`config.mk`:
```
export PLATFORM = sky130hd
export DESIGN_NAME = vga_pixel_pipe
export DESIGN_NICKNAME = d
export VERILOG_FILES = /design/src/rtl/vga_pixel_pipe.sv
export SDC_FILE = /design/constraint.sdc
export NUM_CORES = 1
export LEC_CHECK = 0
export ABC_AREA = 1
export ABC_CLOCK_PERIOD_IN_PS = 2800
export BUFFER_PORTS_ARGS = -buffer_cell sky130_fd_sc_hd__buf_2
export CAP_MARGIN = 20
export CORE_MARGIN = 2
export CORE_UTILIZATION = 38
export DETAILED_ROUTE_END_ITERATION = 8
export PLACE_DENSITY = 0.66
export SLEW_MARGIN = 20
export SYNTH_ARGS = -nofsm -noshare
export SYNTH_HDL_FRONTEND = slang
export SYNTH_SLANG_ARGS = --single-unit
```
`constraint.sdc`:
```
create_clock -name clk -period 2.8 [get_ports clk]
set_input_delay 0.56 -clock clk [delete_from_list [all_inputs] [get_ports clk]]
set_output_delay 0.56 -clock clk [all_outputs]
set_load 0.005 [all_outputs]
```
`src/rtl/vga_pixel_pipe.sv`:
```
// rtl/vga_pixel_pipe.sv - 4-clk background/sprite pixel pipeline with chroma key
// Define SPRITE_FLIP_EN to enable horizontal sprite mirroring via sprite_flip.
module vga_pixel_pipe #(
   parameter int          SPR_W   = 32,
   parameter int          SPR_H   = 32,
   parameter logic [11:0] CHROMA  = 12'h0F0,
   parameter int          LATCH_Y = 480,
   localparam int         AW      = $clog2(SPR_W * SPR_H)
) (
   input  logic          clk,
   input  logic          reset,
   input  logic [9:0]    pixel_x,
   input  logic [9:0]    pixel_y,
   input  logic [9:0]    sprite_x,
   input  logic [9:0]    sprite_y,
   input  logic          sprite_flip,
   output logic [16:0]   bg_addr,
   input  logic [11:0]   bg_data,
   output logic [AW-1:0] spr_addr,
   input  logic [11:0]   spr_data,
   output logic          frame_tick,
   output logic [11:0]   rgb
);

   logic [9:0]    prev_y;
   logic [9:0]    sx;
   logic [9:0]    sy;
   logic          latch;
   logic [10:0]   dx;
   logic [10:0]   dy;
   logic [9:0]    dx_eff;
   logic          in_spr;
   logic          on_scr;
   logic [16:0]   y_half;
   logic [16:0]   x_half;
   logic [16:0]   bg_lin;
   logic [AW-1:0] spr_lin;

   logic          s1_in_spr;
   logic          s1_on_scr;
   logic [11:0]   s2_bg;
   logic [11:0]   s2_spr;
   logic          s2_in_spr;
   logic          s2_on_scr;
   logic [11:0]   s3_pix;
   logic          s3_on_scr;

   // Sprite position is only sampled on entry to the first vblank line, so it never tears.
   assign latch = (pixel_y == 10'(LATCH_Y)) && (prev_y != 10'(LATCH_Y));

   always_ff @(posedge clk or negedge reset) begin
      if (!reset) begin
         prev_y     <= '0;
         sx         <= '0;
         sy         <= '0;
         frame_tick <= 1'b0;
      end else begin
         prev_y     <= pixel_y;
         frame_tick <= latch;
         if (latch) begin
            sx <= sprite_x;
            sy <= sprite_y;
         end
      end
   end

`ifdef SPRITE_FLIP_EN
   logic flip;

   always_ff @(posedge clk or negedge reset) begin
      if (!reset)
         flip <= 1'b0;
      else if (latch)
         flip <= sprite_flip;
   end

   assign dx_eff = flip ? (10'(SPR_W - 1) - dx[9:0]) : dx[9:0];
`else
   logic unused_flip;
   assign unused_flip = sprite_flip;
   assign dx_eff      = dx[9:0];
`endif

   // Zero-extended subtraction: bit 10 set means the pixel is left of / above the sprite.
   assign dx     = {1'b0, pixel_x} - {1'b0, sx};
   assign dy     = {1'b0, pixel_y} - {1'b0, sy};
   assign in_spr = !dx[10] && (dx[9:0] < 10'(SPR_W)) &&
                   !dy[10] && (dy[9:0] < 10'(SPR_H));
   assign on_scr = (pixel_x < 10'd640) && (pixel_y < 10'd480);

   // y*320 as (y<<8)+(y<<6) on the half-resolution coordinates.
   assign y_half  = {8'd0, pixel_y[9:1]};
   assign x_half  = {8'd0, pixel_x[9:1]};
   assign bg_lin  = (y_half << 8) + (y_half << 6) + x_half;
   assign spr_lin = AW'(dy[9:0]) * AW'(SPR_W) + AW'(dx_eff);

   always_ff @(posedge clk or negedge reset) begin
      if (!reset) begin
         bg_addr   <= '0;
         spr_addr  <= '0;
         s1_in_spr <= 1'b0;
         s1_on_scr <= 1'b0;
         s2_bg     <= '0;
         s2_spr    <= '0;
         s2_in_spr <= 1'b0;
         s2_on_scr <= 1'b0;
         s3_pix    <= '0;
         s3_on_scr <= 1'b0;
         rgb       <= '0;
      end else begin
         bg_addr   <= on_scr ? bg_lin : 17'd0;
         spr_addr  <= in_spr ? spr_lin : '0;
         s1_in_spr <= in_spr;
         s1_on_scr <= on_scr;

         s2_bg     <= bg_data;
         s2_spr    <= spr_data;
         s2_in_spr <= s1_in_spr;
         s2_on_scr <= s1_on_scr;

         s3_pix    <= (s2_in_spr && (s2_spr != CHROMA)) ? s2_spr : s2_bg;
         s3_on_scr <= s2_on_scr;

         rgb       <= s3_on_scr ? s3_pix : 12'h000;
      end
   end

endmodule
```
==> results of run 1 <==
state kept, by name, summed over array words and instances (netlist names):
name        cells
bg_addr        17
rgb            12
s2_bg          12
s2_spr         12
s3_pix         12
prev_y         10
spr_addr       10
sx             10
sy             10
frame_tick      1
s1_in_spr       1
s1_on_scr       1
s2_in_spr       1
s2_on_scr       1
s3_on_scr       1
kinds of logic (layout without fill, tap and decap cells):
group | Yosys count | after routing
AOI/OAI and AO/OA | 71 | 71
xor gates and xnor gates | 11 | 11
adders and majority gates | 46 | 46
buffers and inverters | 119 | 261
DFF | 111 | 111
and+or+nand+nor | 223 | 223
where the power goes:
group	internal, mW	leakage [nW]	total, mW	switching [mW]
clock network	0.718	0.156	1.34	0.618
logic	0.264	2.26	0.618	0.354
registers	1.68	1.33	1.70	0.0235
critical path: cells and delay by family (launching register included):
| kind | cells | cell delay, ns |
|---|---|---|
| compound gates | 1 | 0.17 |
| xor+xnor | 2 | 0.34 |
| fa+ha+maj | 3 | 0.84 |
| buf+inv | 2 | 0.11 |
| flops | 1 | 0.36 |
| simple gates | 9 | 0.67 |
cells in the mapped netlist (3+ instances only):
library cell | instances | area [sq um]
sky130_fd_sc_hd__xnor2_1 | 6 | 52.6
sky130_fd_sc_hd__nand3_1 | 27 | 135
sky130_fd_sc_hd__xor2_1 | 5 | 43.8
sky130_fd_sc_hd__buf_6 | 3 | 33.8
sky130_fd_sc_hd__nand3_2 | 3 | 30.0
sky130_fd_sc_hd__a21oi_1 | 19 | 95.1
sky130_fd_sc_hd__dfrtp_1 | 111 | 2780
sky130_fd_sc_hd__nand2_2 | 4 | 25.0
sky130_fd_sc_hd__ha_1 | 41 | 513
sky130_fd_sc_hd__o21ai_0 | 41 | 205
sky130_fd_sc_hd__nand4_1 | 6 | 37.5
sky130_fd_sc_hd__nor2_2 | 11 | 68.8
sky130_fd_sc_hd__inv_1 | 109 | 409
sky130_fd_sc_hd__nand2_1 | 129 | 484
sky130_fd_sc_hd__clkbuf_1 | 3 | 11.3
sky130_fd_sc_hd__buf_2 | 3 | 15.0
sky130_fd_sc_hd__nor2_1 | 32 | 120
sky130_fd_sc_hd__fa_1 | 5 | 100
worst paths after layout:
path	cells after the start	from	slack, ns	to
setup / recovery	17	sx[0]$_DFFE_PN0P_	0.19	spr_addr[9]$_DFF_PN0_
hold / removal	1	reset	0.09	rgb[11]$_DFF_PN0_
setup reg to reg	17	sx[0]$_DFFE_PN0P_	0.19	spr_addr[9]$_DFF_PN0_
hold reg to reg	0	s1_on_scr$_DFF_PN0_	0.36	s2_on_scr$_DFF_PN0_
max in group asynchronous	2	reset	2.05	sy[3]$_DFFE_PN0P_
min in group clk	1	spr_data[9]	0.31	s2_spr[9]$_DFF_PN0_
timing repair:
item                       4_1_cts  5_1_grt
setup buffers                    0        1
hold buffers                     0        0
setup endpoints to repair        0        1
resized for setup                0       10
hold endpoints to repair         0        0
layer usage:
metal / track usage (%) / wire, um / vias to the layer above
li1: - / - / 2091
met2: 27.6 / 5510 / 136
met5: 0 / 0 / -
met1: 21.0 / 5300 / 1945
met4: 4.96 / 179 / 0
met3: 3.90 / 777 / 13
layout make-up:
cell class,count,area share (%)
Timing Repair Buffer,135,11.6
Multi-Input combinational cell,351,32.1
Clock buffer,9,3.41
Tap cell,180,3.41
Inverter,110,6.24
Clock inverter,7,1.31
Sequential cell,111,42.0
==> Implementation_results.wiki, run 1 <==
{| class="wikitable"
! Metric !! Value
|-
| Status || finished, final reports clean
|-
| Avg Cell Area, Syn || 9.16 sq um
|-
| Initial Utilization || 38.6%
|-
| Buffer type at the clock tree root || sky130_fd_sc_hd__clkbuf_16
|-
| Net count of the mapped netlist || 694
|-
| Multiplexer share of the synthesized area || 0%
|-
| Routed wire length || 11800 um
|-
| Input/output buffers || 105
|-
| Final hold viol count || 0
|-
| Relative area change from synthesis to final layout || 24.3%
|-
| Worst relative slew slack || 61.8%
|-
| Placed wire-length estimate || 9140 um
|-
| Drt first-iter violations || 234
|-
| Number of distinct standard cells referenced by the synthesized netlist || 36
|-
| Number of warnings reported in the yosys synthesis log || 0
|-
| Final design area excluding fillers || 6610 sq um
|-
| Smallest setup slack after layout || 0.186 ns
|-
| Synthesis-stage register bit count || 111
|-
| IO Pins || 107
|-
| Main combinational cell family by area after synthesis || simple AND/OR/NAND/NOR gates
|-
| Total number of H-tree levels || 3
|-
| Die X-Extent || 122 um
|-
| Area post-placement || 6250 sq um
|-
| Lkg Pwr || 3.75 nW
|-
| Std-Cell Core Area || 13800 sq um
|-
| Sequential-to-total area share from yosys stat || 52.2%
|-
| Dominant cell type by count on the critical path || sky130_fd_sc_hd__nand2_1
|-
| Height of the die || 122 um
|-
| Final Cycle Share || 93.4%
|-
| Area occupied by multi-input gates || 2120 sq um
|-
| Crit-path max cell delay || 0.36 ns
|-
| Number of global-route vias before repair || 4113
|-
| Transition time of the tightest slew-check pin || 0.573 ns
|-
| Kind of capture point of the worst setup path || flop
|-
| Row count || 43
|-
| Via count || 4185
|-
| Crit path cell chain || ha_2 -> inv_1 -> fa_2 -> nand2_1 -> nand2_2 -> nand3_2 -> nand2_1 -> nand2_1 -> and2_1 -> inv_1 -> fa_2 -> nand2_1 -> nand2_1 -> a21oi_2 -> xor2_1 -> xor2_1 -> nor2_1
|-
| Xor and xnor area share after synthesis || 1.81%
|-
| Dominant register cell in the synthesized netlist || sky130_fd_sc_hd__dfrtp_1
|-
| Share of cells above drive strength 1 || 25.6%
|-
| DRT antenna net count || 0
|-
| Cell at the slowest stage of the critical path || sky130_fd_sc_hd__dfrtp_1
|-
| Clock period minus worst slack || 2.61 ns
|-
| TritonCTS sink count || 111
|-
| CTS Buf Count || 9
|-
| Wire length per cell || 13.0 um
|-
| Worst-case setup slack after placement || -0.282 ns
|-
| Most common library cell in the layout ignoring fill and taps || sky130_fd_sc_hd__nand2_1
|-
| Critical setup path kind || reg -> reg
|-
| F_max || 0.383 GHz
|-
| Setup violation total in the final timing report || 0
|-
| Clk_skew || 0.00968 ns
|-
| Final Instance Count excl. Fillers || 903
|-
| Share of the core filled with cells || 48.0%
|-
| Max-slew violation total from the final report || 0
|-
| Final layout net count || 831
|-
| Cell Count Post-Placement || 886
|-
| Maximum buffer depth of the clock tree || 2
|-
| Overall routing resource usage || 16.4%
|-
| Post-synth EDFFs || 0
|-
| Critical path arrival || 2.86 ns
|-
| Vias per cell || 4.63
|-
| Syn Std Cell Area || 5320 sq um
|-
| Final weighted congestion of routability-driven global placement || 0.893
|-
| Worst supply voltage drop on vdd || 0.000311 V
|-
| Sequential Area || 2780 sq um
|-
| Simple-Gate Fraction of Synth Area || 18.3%
|-
| Number of max-cap violations || 0
|-
| GR Overflow Total || 0
|-
| Aggregate negative setup slack || 0 ns
|-
| Power density of the placed cells || 553 nW/um^2
|-
| Ant. Diodes || 0
|-
| Share of the synthesized area in compound gates (AO/OA/AOI/OAI) || 7.31%
|-
| Most used cells in the layout excluding fill and tap cells || 127 x sky130_fd_sc_hd__nand2_1, 111 x sky130_fd_sc_hd__dfrtp_1, 109 x sky130_fd_sc_hd__inv_1
|-
| Startpoint class of the critical path || flop
|-
| Number of cells produced by synthesis || 581
|-
| Clock insertion delay at the later pin of the skew report || 0.36 ns
|-
| PnR Total Power || 3.66 mW
|-
| Adder-cell share of the synthesized area || 11.5%
|-
| Wire length of the first global-routing pass || 19000 um
|-
| Fin Hold WS || 0.0936 ns
|-
| Initial antenna violation count || 0
|-
| Residual DRC count || 0
|-
| Critical path required time || 3.05 ns
|-
| Number of fill cells || 1311
|-
| Die area || 15000 sq um
|-
| Proportion of register bits with asynchronous set or reset after synthesis || 100%
|-
| Path category of the worst min-delay check || in -> async
|-
| Clock transition at the registers of the reported paths || 0.07 ns
|-
| Number of detailed-route iterations in the first pass || 5
|-
| Worst-path fanout max || 2
|-
| Largest net degree at the start of global routing || 63
|-
| CTS tree || done
|}
Note: power is estimated with default switching activity, not from simulation.
==> inputs of run 2 (changes only) <==
--- a/config.mk
+++ b/config.mk
@@ -12,7 +12,7 @@
 export CORE_MARGIN = 2
 export CORE_UTILIZATION = 38
 export DETAILED_ROUTE_END_ITERATION = 8
-export PLACE_DENSITY = 0.66
+export PLACE_DENSITY_LB_ADDON = 0.1
 export SLEW_MARGIN = 20
 export SYNTH_ARGS = -nofsm -noshare
 export SYNTH_HDL_FRONTEND = slang
==> Implementation_results.wiki, run 2 (synthesis results as in run 1) <==
{| class="wikitable"
! Metric !! Value
|-
| Kind of cell adding the most delay to the critical path || adder cells
|-
| CTS tree || done
|-
| Met2 demand-to-capacity share in global routing || 25.8% (-1.7 points)
|-
| IO Pins || 107 (unchanged)
|-
| Clock period minus worst slack || 2.58 ns (-0.0295 ns)
|-
| Setup violation total in the final timing report || 0 (unchanged)
|-
| Residual DRC count || 0 (unchanged)
|-
| Final weighted congestion of routability-driven global placement || 0.854 (-4.4%)
|-
| Kind of capture point of the worst setup path || flop
|-
| Worst relative slew slack || 63.2% (+1.4 points)
|-
| Clock transition at the registers of the reported paths || 0.08 ns (about the same)
|-
| Sequential Area || 2780 sq um (unchanged)
|-
| Status || finished, final reports clean
|-
| Wire length of the first global-routing pass || 18300 um (-3.9%)
|-
| Largest register by flop count || bg_addr
|-
| Initial antenna violation count || 0 (unchanged)
|-
| Critical setup path kind || in -> reg
|-
| Share of cells above drive strength 1 || 24.7% (-0.94 points)
|-
| Worst supply voltage drop on vdd || 0.000268 V (-14%)
|-
| Clock insertion delay at the later pin of the skew report || 0.35 ns (about the same)
|-
| Startpoint class of the critical path || input pin
|-
| Termination of the worst setup path || spr_addr[9]$_DFF_PN0_
|-
| Final Instance Count excl. Fillers || 898 (-0.55%)
|-
| Smallest setup slack after layout || 0.216 ns (+0.0295 ns)
|-
| Area occupied by multi-input gates || 2110 sq um (-0.29%)
|-
| Worst-path fanout max || 2 (unchanged)
|-
| Largest net degree at the start of global routing || 70 (+11%)
|-
| Worst-case setup slack after placement || -0.227 ns (+0.0554 ns)
|-
| Initial Utilization || 38.6% (unchanged)
|-
| CP Depth || 19 (+2)
|-
| Number of flip-flops under the largest register name || 17 (unchanged)
|-
| Crit path cell chain || buf_2 -> inv_1 -> ha_1 -> inv_1 -> fa_2 -> nand2_1 -> nand2_1 -> nand3_2 -> nand2_1 -> nand2_1 -> and2_1 -> inv_1 -> fa_2 -> nand2_1 -> nand2_1 -> a21oi_2 -> xor2_1 -> xor2_1 -> nor2_1
|-
| Final layout net count || 826 (-0.60%)
|-
| Critical path required time || 3.05 ns (about the same)
|-
| Most crowded layer after global routing || met2
|-
| DRT antenna net count || 0 (unchanged)
|-
| Die area || 15000 sq um (unchanged)
|-
| Placed wire-length estimate || 8730 um (-4.6%)
|-
| Buffers & Inverters on Critical Path || 4 (+2)
|-
| Die X-Extent || 122 um (unchanged)
|-
| Buffer type at the clock tree root || sky130_fd_sc_hd__clkbuf_16
|-
| Crit-path max cell delay || 0.38 ns (+0.02 ns)
|-
| Number of fill cells || 1379 (+5.2%)
|-
| Number of detailed-route iterations in the first pass || 4 (-1)
|-
| Global-route met3 utilization || 2.46% (-1.4 points)
|-
| Total number of H-tree levels || 3 (unchanged)
|-
| Critical path arrival || 2.83 ns (-0.03 ns)
|-
| Input/output buffers || 105 (unchanged)
|-
| R2R cell count || 17 (unchanged)
|-
| Final hold viol count || 0 (unchanged)
|-
| Number of global-route vias before repair || 3864 (-6.1%)
|-
| Dominant cell type by count on the critical path || sky130_fd_sc_hd__nand2_1
|-
| Wire length per cell || 12.5 um (-4.2%)
|-
| Lkg Pwr || 3.73 nW (-0.54%)
|-
| CTS Buf Count || 9 (unchanged)
|-
| Row count || 43 (unchanged)
|-
| Path category of the worst min-delay check || in -> async
|-
| Relative area change from synthesis to final layout || 23.5%
|-
| Cell Count Post-Placement || 881 (-0.56%)
|-
| Drt first-iter violations || 162 (-31%)
|-
| Power density of the placed cells || 542 nW/um^2 (-1.9%)
|-
| Worst flop-to-flop path endpoint || spr_addr[9]$_DFF_PN0_
|-
| Ant. Diodes || 0 (unchanged)
|-
| Origin of the critical flop-to-flop path || sx[0]$_DFFE_PN0P_
|-
| Cell at the slowest stage of the critical path || sky130_fd_sc_hd__fa_2
|-
| Setup slack, reg-to-reg || 0.22 ns (+0.03 ns)
|-
| Clk_skew || 0.00834 ns (-0.00134 ns)
|-
| GRT met1 Usage || 21.3% (+0.33 points)
|-
| TritonCTS sink count || 111 (unchanged)
|-
| Final Cycle Share || 92.3% (-1.1 points)
|-
| Max-slew violation total from the final report || 0 (unchanged)
|-
| GR Overflow Total || 0 (unchanged)
|-
| Std-Cell Core Area || 13800 sq um (unchanged)
|-
| Share of the core filled with cells || 47.7% (-0.31 points)
|-
| Via count || 4027 (-3.8%)
|-
| Beginning of the critical path || pixel_x[0]
|-
| F_max || 0.387 GHz (+1.1%)
|-
| Transition time of the tightest slew-check pin || 0.552 ns (-0.0201 ns)
|-
| Vias per cell || 4.48 (-3.2%)
|-
| Most used cells in the layout excluding fill and tap cells || 128 x sky130_fd_sc_hd__nand2_1, 111 x sky130_fd_sc_hd__dfrtp_1, 109 x sky130_fd_sc_hd__inv_1
|-
| Overall routing resource usage || 15.8% (-0.55 points)
|-
| Routed wire length || 11200 um (-4.7%)
|-
| Maximum buffer depth of the clock tree || 2 (unchanged)
|-
| Most common library cell in the layout ignoring fill and taps || sky130_fd_sc_hd__nand2_1
|-
| Height of the die || 122 um (unchanged)
|-
| RSZ-0062 raised after global routing || no
|-
| Number of max-cap violations || 0 (unchanged)
|}
[run 2: cell count changes in the layout (fill, tap and decap cells not counted), moves of 2 or more]
cell                       delta
sky130_fd_sc_hd__buf_4        -6
sky130_fd_sc_hd__clkinv_8     +2
sky130_fd_sc_hd__ha_1         +2
sky130_fd_sc_hd__inv_8        -2
[run 2: worst register-to-register path: stages (launching register included)]
cell and delay (ns):
sky130_fd_sc_hd__dfrtp_1 0.35, sky130_fd_sc_hd__ha_1 0.15, sky130_fd_sc_hd__inv_1 0.06, sky130_fd_sc_hd__fa_2 0.34, sky130_fd_sc_hd__nand2_1 0.06, sky130_fd_sc_hd__nand2_1 0.07, sky130_fd_sc_hd__nand3_2 0.09, sky130_fd_sc_hd__nand2_1 0.05
sky130_fd_sc_hd__nand2_1 0.08, sky130_fd_sc_hd__and2_1 0.12, sky130_fd_sc_hd__inv_1 0.07, sky130_fd_sc_hd__fa_2 0.39, sky130_fd_sc_hd__nand2_1 0.07, sky130_fd_sc_hd__nand2_1 0.06, sky130_fd_sc_hd__a21oi_2 0.13, sky130_fd_sc_hd__xor2_1 0.18
sky130_fd_sc_hd__xor2_1 0.15, sky130_fd_sc_hd__nor2_1 0.06
[run 2: per-layer routing]
| metal | up-vias | wire [um] | share of wire, % |
|---|---|---|---|
| met3 | 12 | 465 | 4.1 |
| met2 | 85 | 5290 | 47 |
| met5 | - | 0 | 0 |
| li1 | 2079 | - | - |
| met1 | 1851 | 5270 | 47 |
| met4 | 0 | 186 | 1.7 |
[run 2: metrics by stage]
stage / cell area, sq um / power [mW] / hold WS (ns) / setup TNS (ns)
after floorplan: 5320 / 2.07 / 0.264 / 0
after global placement: 6230 / 2.31 / 0.335 / -0.231
after detailed placement: 6230 / 2.32 / 0.335 / -0.227
after CTS: 6530 / 3.61 / 0.196 / 0
after global routing: 6570 / 3.77 / 0.225 / 0
final: 6570 / 3.56 / 0.183 / 0
[run 2: power by group]
group          leakage (nW)  internal, mW  switching (mW)
clock                 0.148         0.634           0.641
sequential             1.33          1.68          0.0240
combinational          2.25         0.250           0.335
[run 2: repair_timing]
item,in CTS,in global routing
setup buffers,0,1
setup endpoints to repair,0,1
gates resized for setup,0,6
hold buffers,0,0
endpoints found under the hold margin,0,0
[run 2: how the worst min path moves through the flow]
stage / slack, ns / depth (start not counted) / endpoint
floorplan: 0.26 / 0 / bg_addr[0]$_DFF_PN0_
global placement: 0.34 / 0 / s3_on_scr$_DFF_PN0_
detailed placement: 0.33 / 0 / s2_on_scr$_DFF_PN0_
CTS: 0.20 / 1 / rgb[9]$_DFF_PN0_
global route: 0.23 / 1 / rgb[10]$_DFF_PN0_
finish: 0.18 / 1 / rgb[11]$_DFF_PN0_
[run 2: layout make-up]
class | count | area share (%)
sequential | 111 | 42.3
inverter | 110 | 6.28
multi-input combinational | 351 | 32.2
clock buffer | 9 | 3.43
timing repair buffer | 130 | 11.3
tap | 180 | 3.43
clock inverter | 7 | 1.14
==> inputs of run 3 (changes only) <==
--- a/config.mk
+++ b/config.mk
@@ -13,6 +13,7 @@
 export CORE_UTILIZATION = 38
 export DETAILED_ROUTE_END_ITERATION = 8
 export PLACE_DENSITY_LB_ADDON = 0.1
+export RECOVER_POWER = 25
 export SLEW_MARGIN = 20
 export SYNTH_ARGS = -nofsm -noshare
 export SYNTH_HDL_FRONTEND = slang
==> Implementation_results.wiki, run 3 (synthesis results as in run 1) <==
{| class="wikitable"
! Metric !! Value
|-
| Critical path arrival || 2.83 ns (about the same)
|-
| Number of max-cap violations || 1 (+1)
|-
| Critical path required time || 3.05 ns (about the same)
|-
| Maximum buffer depth of the clock tree || 2 (unchanged)
|-
| Largest register by flop count || bg_addr
|-
| Cell Count Post-Placement || 881 (unchanged)
|-
| Buffer type at the clock tree root || sky130_fd_sc_hd__clkbuf_16
|-
| Transition time of the tightest slew-check pin || 2.31 ns (+1.76 ns)
|-
| TritonCTS sink count || 111 (unchanged)
|-
| Area post-placement || 6230 sq um (unchanged)
|-
| Total number of H-tree levels || 3 (unchanged)
|-
| CTS Buf Count || 9 (unchanged)
|-
| Drt first-iter violations || 169 (+4.3%)
|-
| Final layout net count || 826 (unchanged)
|-
| Input/output buffers || 105 (unchanged)
|-
| Via count || 4032 (+0.12%)
|-
| Wire length per cell || 12.5 um (+0.35%)
|-
| Number of flip-flops under the largest register name || 17 (unchanged)
|-
| Final hold viol count || 0 (unchanged)
|-
| Final weighted congestion of routability-driven global placement || 0.854 (unchanged)
|-
| Final Cycle Share || 92.3% (about the same)
|-
| Worst relative slew slack || -53.9% (-120 points)
|-
| RSZ-0062 raised after global routing || no
|-
| Die X-Extent || 122 um (unchanged)
|-
| Global-route met3 utilization || 2.46% (unchanged)
|-
| Clock transition at the registers of the reported paths || 0.08 ns (about the same)
|-
| Met2 demand-to-capacity share in global routing || 25.8% (unchanged)
|-
| Number of global-route vias before repair || 3864 (unchanged)
|-
| CTS tree || done
|-
| F_max || 0.387 GHz (about the same)
|-
| Clock insertion delay at the later pin of the skew report || 0.35 ns (about the same)
|-
| Most common library cell in the layout ignoring fill and taps || sky130_fd_sc_hd__nand2_1
|-
| Vias per cell || 4.49 (+0.12%)
|-
| Worst-path fanout max || 2 (unchanged)
|-
| GR Overflow Total || 0 (unchanged)
|-
| Cts hold-fix bufs || 0 (unchanged)
|-
| Std-Cell Core Area || 13800 sq um (unchanged)
|-
| Initial Utilization || 38.6% (unchanged)
|-
| Ant. Diodes || 0 (unchanged)
|-
| Violated checks || capacitance limit, slew limit
|-
| Placed wire-length estimate || 8730 um (unchanged)
|-
| Number of detailed-route iterations in the first pass || 4 (unchanged)
|-
| Routed wire length || 11300 um (+0.35%)
|-
| Wire length of the first global-routing pass || 18300 um (unchanged)
|-
| Initial antenna violation count || 0 (unchanged)
|-
| Setup violation total in the final timing report || 0 (unchanged)
|-
| Height of the die || 122 um (unchanged)
|-
| Most crowded layer after global routing || met2
|-
| Startpoint class of the critical path || input pin
|-
| Overall routing resource usage || 15.8% (unchanged)
|-
| Lkg Pwr || 3.68 nW (-1.2%)
|-
| IO Pins || 107 (unchanged)
|-
| Final design area excluding fillers || 6550 sq um (-0.34%)
|-
| Max-slew violation total from the final report || 43 (+43)
|-
| Clock period minus worst slack || 2.58 ns (-0.000429 ns)
|-
| Residual DRC count || 0 (unchanged)
|-
| Status || finished, violations left
|-
| Worst supply voltage drop on vdd || 0.000269 V (+0.18%)
|-
| Clk_skew || 0.00829 ns (-0.0000523 ns)
|-
| DRT antenna net count || 0 (unchanged)
|-
| Path category of the worst min-delay check || in -> reg
|-
| Most used cells in the layout excluding fill and tap cells || 128 x sky130_fd_sc_hd__nand2_1, 111 x sky130_fd_sc_hd__dfrtp_1, 109 x sky130_fd_sc_hd__inv_1
|-
| Row count || 43 (unchanged)
|-
| Relative area change from synthesis to final layout || 23.0%
|-
| Final Instance Count excl. Fillers || 898 (unchanged)
|-
| Power density of the placed cells || 544 nW/um^2 (+0.27%)
|-
| Critical setup path kind || in -> reg
|-
| Largest net degree at the start of global routing || 70 (unchanged)
|-
| Die area || 15000 sq um (unchanged)
|-
| Share of cells above drive strength 1 || 22.4% (-2.2 points)
|-
| Kind of capture point of the worst setup path || flop
|-
| GRT met1 Usage || 21.3% (unchanged)
|}
==> run 3: routing by layer <==
metal | wire [um] | vias to the layer above
met2 | 5310 | 81
met4 | 186 | 0
li1 | - | 2079
met5 | 0 | -
met3 | 452 | 12
met1 | 5310 | 1860
==> run 3: worst max-delay path, stage by stage <==
cell and delay (ns):
sky130_fd_sc_hd__buf_2 0.10, sky130_fd_sc_hd__inv_1 0.05, sky130_fd_sc_hd__ha_1 0.14, sky130_fd_sc_hd__inv_1 0.06
sky130_fd_sc_hd__fa_2 0.34, sky130_fd_sc_hd__nand2_1 0.06, sky130_fd_sc_hd__nand2_1 0.07, sky130_fd_sc_hd__nand3_2 0.09
sky130_fd_sc_hd__nand2_1 0.05, sky130_fd_sc_hd__nand2_1 0.08, sky130_fd_sc_hd__and2_1 0.12, sky130_fd_sc_hd__inv_1 0.07
sky130_fd_sc_hd__fa_2 0.38, sky130_fd_sc_hd__nand2_1 0.07, sky130_fd_sc_hd__nand2_1 0.06, sky130_fd_sc_hd__a21oi_2 0.13
sky130_fd_sc_hd__xor2_1 0.18, sky130_fd_sc_hd__xor2_1 0.15, sky130_fd_sc_hd__nor2_1 0.06
==> run 3: cell type report <==
class / instances / area (sq um)
flip-flops and latches: 111 / 2780
inverters: 110 / 413
clock buffers: 9 / 225
clock inverters: 7 / 75.1
fillers: 1383 / 7230
well taps: 180 / 225
multi-input cells: 351 / 2110
repair buffers: 130 / 718
==> run 3: where the power goes <==
part	switching [mW]	internal (mW)
Combinational	0.335	0.246
Sequential	0.0240	1.68
Clock	0.641	0.634
Total	1.00	2.56
==> run 3: path summary, 6_finish.rpt <==
| path | slack, ns | endpoint | cells past startpoint | from |
|---|---|---|---|---|
| min in group asynchronous | 0.89 | rgb[9]$_DFF_PN0_ | 1 | reset |
| hold / removal | 0.31 | s2_spr[0]$_DFF_PN0_ | 1 | spr_data[0] |
| hold reg to reg | 0.35 | s2_on_scr$_DFF_PN0_ | 0 | s1_on_scr$_DFF_PN0_ |
| max in group asynchronous | 0.59 | spr_addr[7]$_DFF_PN0_ | 1 | reset |
| setup reg to reg | 0.22 | spr_addr[9]$_DFF_PN0_ | 17 | sx[0]$_DFFE_PN0P_ |
| setup / recovery | 0.22 | spr_addr[9]$_DFF_PN0_ | 19 | pixel_x[0] |
==> run 3: what timing repair did <==
item / 4_1_cts / 5_1_grt
setup buffers: 0 / 1
endpoints found under the hold margin: 0 / 0
resized for setup: 0 / 6
setup endpoints to repair: 0 / 1
==> run 3: metrics by stage <==
| stage | hold WS (ns) | power, mW | utilization [%] | worst slack (ns) | setup TNS [ns] |
|---|---|---|---|---|---|
| after floorplan | 0.264 | 2.07 | - | 0.00256 | 0 |
| after global placement | 0.335 | 2.31 | 45.3 | -0.231 | -0.231 |
| after detailed placement | 0.335 | 2.32 | 45.3 | -0.227 | -0.227 |
| after CTS | 0.196 | 3.61 | 47.4 | 0.110 | 0 |
| after global routing | 0.291 | 3.77 | 47.5 | 0.00583 | 0 |
| final | 0.305 | 3.56 | 47.5 | 0.216 | 0 |
